===== src/rtl/mux_arbiter.sv =====
// Two-requester arbiter with burst limits feeding a registered shared path.
// Per-bit Multiplexer cells steer DATA_A/DATA_B under SEL.
module multiplexer (
    input  logic a,
    input  logic b,
    input  logic sel,
    output logic y
);
    assign y = sel ? b : a;
endmodule

module mux_arbiter #(
    parameter int WIDTH     = 8,
    parameter int MAX_BURST = 4
) (
    input  logic             CLK,
    input  logic             RST,
    input  logic             REQ_A,
    input  logic [WIDTH-1:0] DATA_A,
    input  logic             LAST_A,
    input  logic             REQ_B,
    input  logic [WIDTH-1:0] DATA_B,
    input  logic             LAST_B,
    output logic             GNT_A,
    output logic             GNT_B,
    output logic             SEL,
    output logic [WIDTH-1:0] OUT,
    output logic             OUT_VALID
);
    localparam int CW = $clog2(MAX_BURST + 1);
    localparam logic [CW-1:0] CNT_MAX = CW'(MAX_BURST - 1);

    typedef enum logic [1:0] {
        IDLE,
        OWN_A,
        OWN_B
    } state_t;

    state_t           state;
    state_t           state_n;
    logic             prio;
    logic             prio_n;
    logic [CW-1:0]    cnt;
    logic [CW-1:0]    cnt_n;
    logic             sel_q;
    logic             sel_n;
    logic             xfer;
    logic             rel;
    logic [WIDTH-1:0] mux_out;

    // Both requesting: p=0 favours A, p=1 favours B.
    function automatic state_t pick(input logic ra, input logic rb, input logic p);
        if (ra && rb) return p ? OWN_B : OWN_A;
        if (ra) return OWN_A;
        if (rb) return OWN_B;
        return IDLE;
    endfunction

    always_comb begin
        state_n = state;
        prio_n  = prio;
        cnt_n   = cnt;
        xfer    = 1'b0;
        rel     = 1'b0;
        unique case (state)
            IDLE: state_n = pick(REQ_A, REQ_B, prio);
            OWN_A: begin
                xfer = REQ_A;
                rel  = !REQ_A || LAST_A || (cnt == CNT_MAX && REQ_B);
                if (rel) begin
                    prio_n  = 1'b1;
                    cnt_n   = '0;
                    state_n = pick(REQ_A, REQ_B, 1'b1);
                end else if (cnt != CNT_MAX) begin
                    cnt_n = cnt + CW'(1);
                end
            end
            OWN_B: begin
                xfer = REQ_B;
                rel  = !REQ_B || LAST_B || (cnt == CNT_MAX && REQ_A);
                if (rel) begin
                    prio_n  = 1'b0;
                    cnt_n   = '0;
                    state_n = pick(REQ_A, REQ_B, 1'b0);
                end else if (cnt != CNT_MAX) begin
                    cnt_n = cnt + CW'(1);
                end
            end
            default: state_n = IDLE;
        endcase
    end

    // SEL follows the owner and keeps its last value through IDLE.
    always_comb begin
        sel_n = sel_q;
        if (state_n == OWN_A) sel_n = 1'b0;
        if (state_n == OWN_B) sel_n = 1'b1;
    end

    for (genvar i = 0; i < WIDTH; i++) begin : g_bit
        multiplexer u_mux (
            .a  (DATA_A[i]),
            .b  (DATA_B[i]),
            .sel(sel_q),
            .y  (mux_out[i])
        );
    end

    always_ff @(posedge CLK or posedge RST) begin
        if (RST) begin
            state     <= IDLE;
            prio      <= 1'b0;
            cnt       <= '0;
            sel_q     <= 1'b0;
            OUT       <= '0;
            OUT_VALID <= 1'b0;
        end else begin
            state     <= state_n;
            prio      <= prio_n;
            cnt       <= cnt_n;
            sel_q     <= sel_n;
            OUT_VALID <= xfer;
            if (xfer) OUT <= mux_out;
        end
    end

    assign GNT_A = (state == OWN_A);
    assign GNT_B = (state == OWN_B);
    assign SEL   = sel_q;
endmodule

===== config.mk =====
export PLATFORM = sky130hd
export DESIGN_NAME = mux_arbiter
export DESIGN_NICKNAME = d
export VERILOG_FILES = /design/src/rtl/mux_arbiter.sv
export SDC_FILE = /design/constraint.sdc
export NUM_CORES = 1
export LEC_CHECK = 0
export BUFFER_PORTS_ARGS = -buffer_cell sky130_fd_sc_hd__buf_2
export CAP_MARGIN = 0
export CORE_MARGIN = 5
export CORE_UTILIZATION = 51
export DETAILED_ROUTE_END_ITERATION = 16
export PLACE_DENSITY = 0.81
export SETUP_SLACK_MARGIN = 0.15
export SYNTH_ARGS = -nofsm -noshare
export SYNTH_HDL_FRONTEND = slang
export SYNTH_SLANG_ARGS = --single-unit
export TNS_END_PERCENT = 10

===== constraint.sdc =====
create_clock -name CLK -period 3.2 [get_ports CLK]
set_input_delay 0.32 -clock CLK [delete_from_list [all_inputs] [get_ports CLK]]
set_output_delay 0.32 -clock CLK [all_outputs]
set_load 0.01 [all_outputs]

==> metrics, run 1 <==
status complete, no violations; routed wire length 2130 µm; Flop pwr share between 30% and 40%; commonest non-fill, non-tap cell in the layout buf_2; Power, Total between 0.9 and 1 mW; setup violators final 0; Clk network pwr share 13.6%; initial antenna violation count 0; Fin Setup TNS 0 ps; RD Place Congestion 0.951; Die H between 50 and 60 µm; fin util around two thirds; Max clock buf depth 2; die area between 2000 and 3000 µm²; Post-CTS Setup Repair Bufs 0; worst-path fanout max 6; port bufs 33; GRT Total Usage roughly 17%; synthesized flop and latch total 16; area of the core 1730 µm²; Ys Warns 0; starting density of the core a little over half; DR top layer met4; DR iter-0 viols 17; wire length on met2 roughly 1100 µm; Seq/Total Area, Yosys 43.2%; Die X around 53 µm; synth unique cells 31; vias per cell 5.46; most frequent cells in the layout buf_2 (33), dfrtp_1 (16), nor2_1 (11); RSZ-0062 raised after global routing no; slew margin rel. 51.1%; Internal Power just under 0.6 mW; wire length on met3 217 µm; final hold vios 0; CP Class register to register; proportion of layout cells with a drive suffix above 1 32.8%; 1st-pass router iterations 4; Tcrit/Tclk final 73.7%; # DRC 0; Sw Share 40.2%; Comb power frac roughly 50%; P_sw 0.388 mW; row count 15; leakage power 0.560 nW; pwr/cell area 840 nW/µm²; Post-synth EDFFs 0; WP data arrival around 2500 ps; upper clock frequency limit 0.424 GHz; cell area after synthesis 926 µm²; DRT met1 WL 838 µm; Mapped Cells 93; vias in the first global route 850; Layout Skew 6.87 ps; largest net degree at the start of global routing 18; syn_area_per_cell between 9 and 10 µm²; clock sinks 16; Gates resized, CTS repair 0; first-pass GRT wire length between 3000 and 4000 µm; ANT cells 0; Slew @ Worst Pin 729 ps; hold buffer count at cts 0; clock buffer count from CTS 3; fillers 140; I/O pin total 34; fin nets 157; CP required 3370 ps; Vias between 800 and 900; synth-to-layout area growth 23.9%; H-Tree Depth 1; CTS tree built; Max Slew Vio Count 0; # Max-Cap Violations 0; Clock Latency Late Sink 280 ps; Worst Hold Class input pin to async pin; gr ovfl total 0; Critical Path Source Type register; Max VDD drop 0.454 mV; DRT antenna net count 0; CP Capture Type register; Post-Syn Nets approximately 120; Clock Pin Slew Worst Setup and Hold Paths 100 ps; Most used DFF post-synth dfrtp_1; post-DP HPWL 1690 µm; share of flip-flops with an asynchronous set or reset 100%; fin crit period approximately 2400 ps; CTS root buffer clkbuf_4; Wirelength per Cell 13.9 µm
-- critical path, cell delays in order, from the launching register on --
cell and delay [ps]:
dfrtp_1 420, inv_1 110, ha_1 250, a21oi_1 80
or4b_2 630, o311ai_0 170, ha_1 330, mux2_2 270
-- final timing paths --
check	startpoint	endpoint	slack [ps]	depth (start not counted)
setup / recovery	state[0]$_DFF_PP0_	SEL$_DFFE_PP0P_	840	7
hold / removal	RST	OUT[5]$_DFFE_PP0P_	100	2
setup reg to reg	state[0]$_DFF_PP0_	SEL$_DFFE_PP0P_	840	7
hold reg to reg	OUT[0]$_DFFE_PP0P_	OUT[0]$_DFFE_PP0P_	530	2
max in group asynchronous	RST	state[1]$_DFF_PP0_	2700	2
min in group CLK	DATA_A[5]	OUT[5]$_DFFE_PP0P_	330	3
-- metal layers --
metal  vias up  GRT usage, %
met3         2          5.13
met2        40          32.0
li1        403             -
met5         -             0
met1       391          17.9
met4         0          2.13
-- kinds of logic after synthesis --
group,after synthesis,synth area share (%)
multiplexers,10,11.1
buffers and inverters,6,2.84
AND/OR/NAND/NOR,29,16.5
AO/OA/AOI/OAI,26,18.2
adder cells (fa/ha/maj),6,8.11
flip-flops,16,43.2
-- power by group through the flow --
stage | clock, mW | combinational [mW] | sequential (mW)
after global routing | 0.145 | 0.531 | 0.367
after global placement | 0 | 0.453 | 0.355
after detailed placement | 0 | 0.476 | 0.362
after floorplan | 0 | 0.317 | 0.368
after CTS | 0.133 | 0.476 | 0.358
final | 0.131 | 0.475 | 0.358
-- cell type report --
class | count | area, µm² | area share (%)
inverters | 4 | 15.0 | 1.31
well taps | 25 | 31.3 | 2.73
multi-input cells | 71 | 499 | 43.5
clock buffers | 4 | 36.3 | 3.16
repair buffers | 33 | 165 | 14.4
flip-flops and latches | 16 | 400 | 34.9
-- flip-flops by register name, summed over array words and instances, names as in the netlist --
name / count
cnt: 3
SEL: 1
OUT_VALID: 1
state: 2
prio: 1
OUT: 8
-- Yosys cell counts, drive strengths merged (2+ instances only) --
library cell  number  area (µm²)
dfrtp             16         400
nor2              11        41.3
nand2b             3        18.8
and3b              2        17.5
a21boi             2        18.8
a21oi             10        50.1
inv                4        15.0
o21ai              6        33.8
nand2              5        18.8
a211oi             2        15.0
ha                 6        75.1
mux2i              8        80.1
mux2               2        22.5
nor2b              2        12.5
-- metrics by stage --
stage                     hold slack [ps]  instances  setup WS [ps]  cell area, µm²
final                                98.3        153            843            1150
after global routing                  145        153            709            1150
after CTS                             123        153            828            1150
after global placement                414        149            933            1110
after floorplan                       234         93            936             926
after detailed placement              432        149            841            1110
(Power assumes the default switching activity.)
==> inputs of run 2 (changes only) <==
--- a/config.mk
+++ b/config.mk
@@ -8,9 +8,9 @@
 export BUFFER_PORTS_ARGS = -buffer_cell sky130_fd_sc_hd__buf_2
 export CAP_MARGIN = 0
 export CORE_MARGIN = 5
-export CORE_UTILIZATION = 51
+export CORE_UTILIZATION = 48
 export DETAILED_ROUTE_END_ITERATION = 16
-export PLACE_DENSITY = 0.81
+export PLACE_DENSITY = 0.77
 export SETUP_SLACK_MARGIN = 0.15
 export SYNTH_ARGS = -nofsm -noshare
 export SYNTH_HDL_FRONTEND = slang
==> constraint.sdc (replaced) <==
create_clock -name CLK -period 2.3 [get_ports CLK]
set_input_delay 0.23 -clock CLK [delete_from_list [all_inputs] [get_ports CLK]]
set_output_delay 0.23 -clock CLK [all_outputs]
set_load 0.01 [all_outputs]
==> metrics, run 2 (synthesis gave the netlist of run 1 again) <==
status finished with violations; failing checks hold timing; Layout Skew between 3 and 4 ps; Slew @ Worst Pin 674 ps; I/O pin total 34; # DRC 0; final setup margin 202 ps; WP data arrival 2270 ps; beginning of the critical path cnt[0]$_DFFE_PP0P_; CP max stage delay 530 ps; WHS -5.42 ps; area of the core 1780 µm²; biggest regs OUT: 8 flops, cnt: 3 flops, state: 2 flops; setup violators final 0; reg2reg path depth 6; clock sinks 16; port bufs 33; Max Slew Vio Count 0; 1st-pass router iterations 4; Worst Hold Class input pin to async pin; vias per cell 5.31; H-Tree Depth 1; vias in the first global route 880; die area around 2900 µm²; fillers 150; CP delay by family, top simple AND/OR/NAND/NOR gates; Worst path slowest cell or4_4; Wirelength per Cell roughly 14 µm; DRT antenna net count 0; CTS tree built; CP Class register to register; fin util between 60 and 70%; post-DP HPWL 1650 µm; area of the multi-input gates 544 µm²; initial antenna violation count 0; CP required 2470 ps; Vias 823; synth-to-layout area growth 30.1%; slew margin rel. 54.8%; CTS root buffer clkbuf_4; FF+latch area about 400 µm²; hold buffer count at cts 0; first-pass GRT wire length 3750 µm; # Max-Cap Violations 0; RD Place Congestion approximately 0.94; most frequent cells in the layout buf_2 (33), dfrtp_1 (16), nor2_1 (11); worst-path fanout max 5; upper clock frequency limit 0.477 GHz; Tcrit/Tclk final 91.2%; DR iter-0 viols 18; final hold vios 8; max FFs per register 8; commonest non-fill, non-tap cell in the layout buf_2; DP Area 1120 µm²; proportion of layout cells with a drive suffix above 1 ~40%; starting density of the core 51.9%; Clock Pin Slew Worst Setup and Hold Paths 90 ps; Die H 53.9 µm; cell area after layout 1200 µm²; Max VDD drop 0.579 mV; RSZ-0062 raised after global routing no; clock buffer count from CTS 3; GRT Total Usage 17.7%; fin crit period 2100 ps; Fin Setup TNS 0 ps; pwr/cell area roughly 1200 nW/µm²; flop2flop setup slack 200 ps; Clock Latency Late Sink 280 ps; Die X 53.9 µm; CP Capture Type register; CP cell instances ha_2, and3b_1, or4_4, o311ai_4, ha_1, mux2_2; largest net degree at the start of global routing 18; ANT cells 0; Biggest register OUT; Critical Path Source Type register; routed wire length 2130 µm; fin nets 160; DP Worst Slack 61.6 ps; Crit Reg-Reg Endpoint SEL$_DFFE_PP0P_; row count 15; reg2reg start cnt[0]$_DFFE_PP0P_; gr ovfl total 0; Max clock buf depth 2; Buf+Inv Stages, Crit Path 0; leakage power 0.572 nW
==> run 2: timing repair <==
item	in CTS	in global routing
setup buffers	2	1
resized for setup	6	3
pin swaps	1	1
setup endpoints to repair	1	1
==> run 2: power breakdown <==
part | internal, mW | switching, mW
Clock | 0.0608 | 0.0846
Combinational | 0.376 | 0.388
Sequential | 0.404 | 0.0960
Total | 0.841 | 0.569
==> run 2: worst max path at each step <==
| stage | slack (ps) | to | cells past startpoint |
|---|---|---|---|
| after floorplan | 180 | SEL$_DFFE_PP0P_ | 7 |
| after global placement | 110 | SEL$_DFFE_PP0P_ | 7 |
| after detailed placement | 60 | SEL$_DFFE_PP0P_ | 7 |
| after CTS | 170 | SEL$_DFFE_PP0P_ | 6 |
| after global routing | 150 | SEL$_DFFE_PP0P_ | 6 |
| final | 200 | SEL$_DFFE_PP0P_ | 6 |
==> run 2: layer usage <==
| metal | part of all wire, % | wire length (µm) | global-route usage (%) | up-vias |
|---|---|---|---|---|
| li1 | - | - | - | 409 |
| met1 | 41 | 883 | 21.4 | 392 |
| met2 | 52 | 1100 | 30.8 | 20 |
| met3 | 5.6 | 119 | 4.99 | 2 |
| met4 | 0.99 | 21 | 4.26 | 0 |
| met5 | 0 | 0 | 0 | - |
==> run 2: layout make-up <==
type                       count  share of cell area (%)
tap                           25                    2.60
sequential                    16                    33.2
timing repair buffer          36                    15.9
inverter                       4                    1.25
multi-input combinational     71                    45.2
clock buffer                   3                    1.87
==> run 2: per-stage QoR <==
stage	total power, mW	std cells
3_5_place_dp	1.18	149
6_report	1.41	155
3_3_place_gp	1.15	149
2_1_floorplan	0.973	93
4_1_cts	1.40	154
5_1_grt	1.54	155
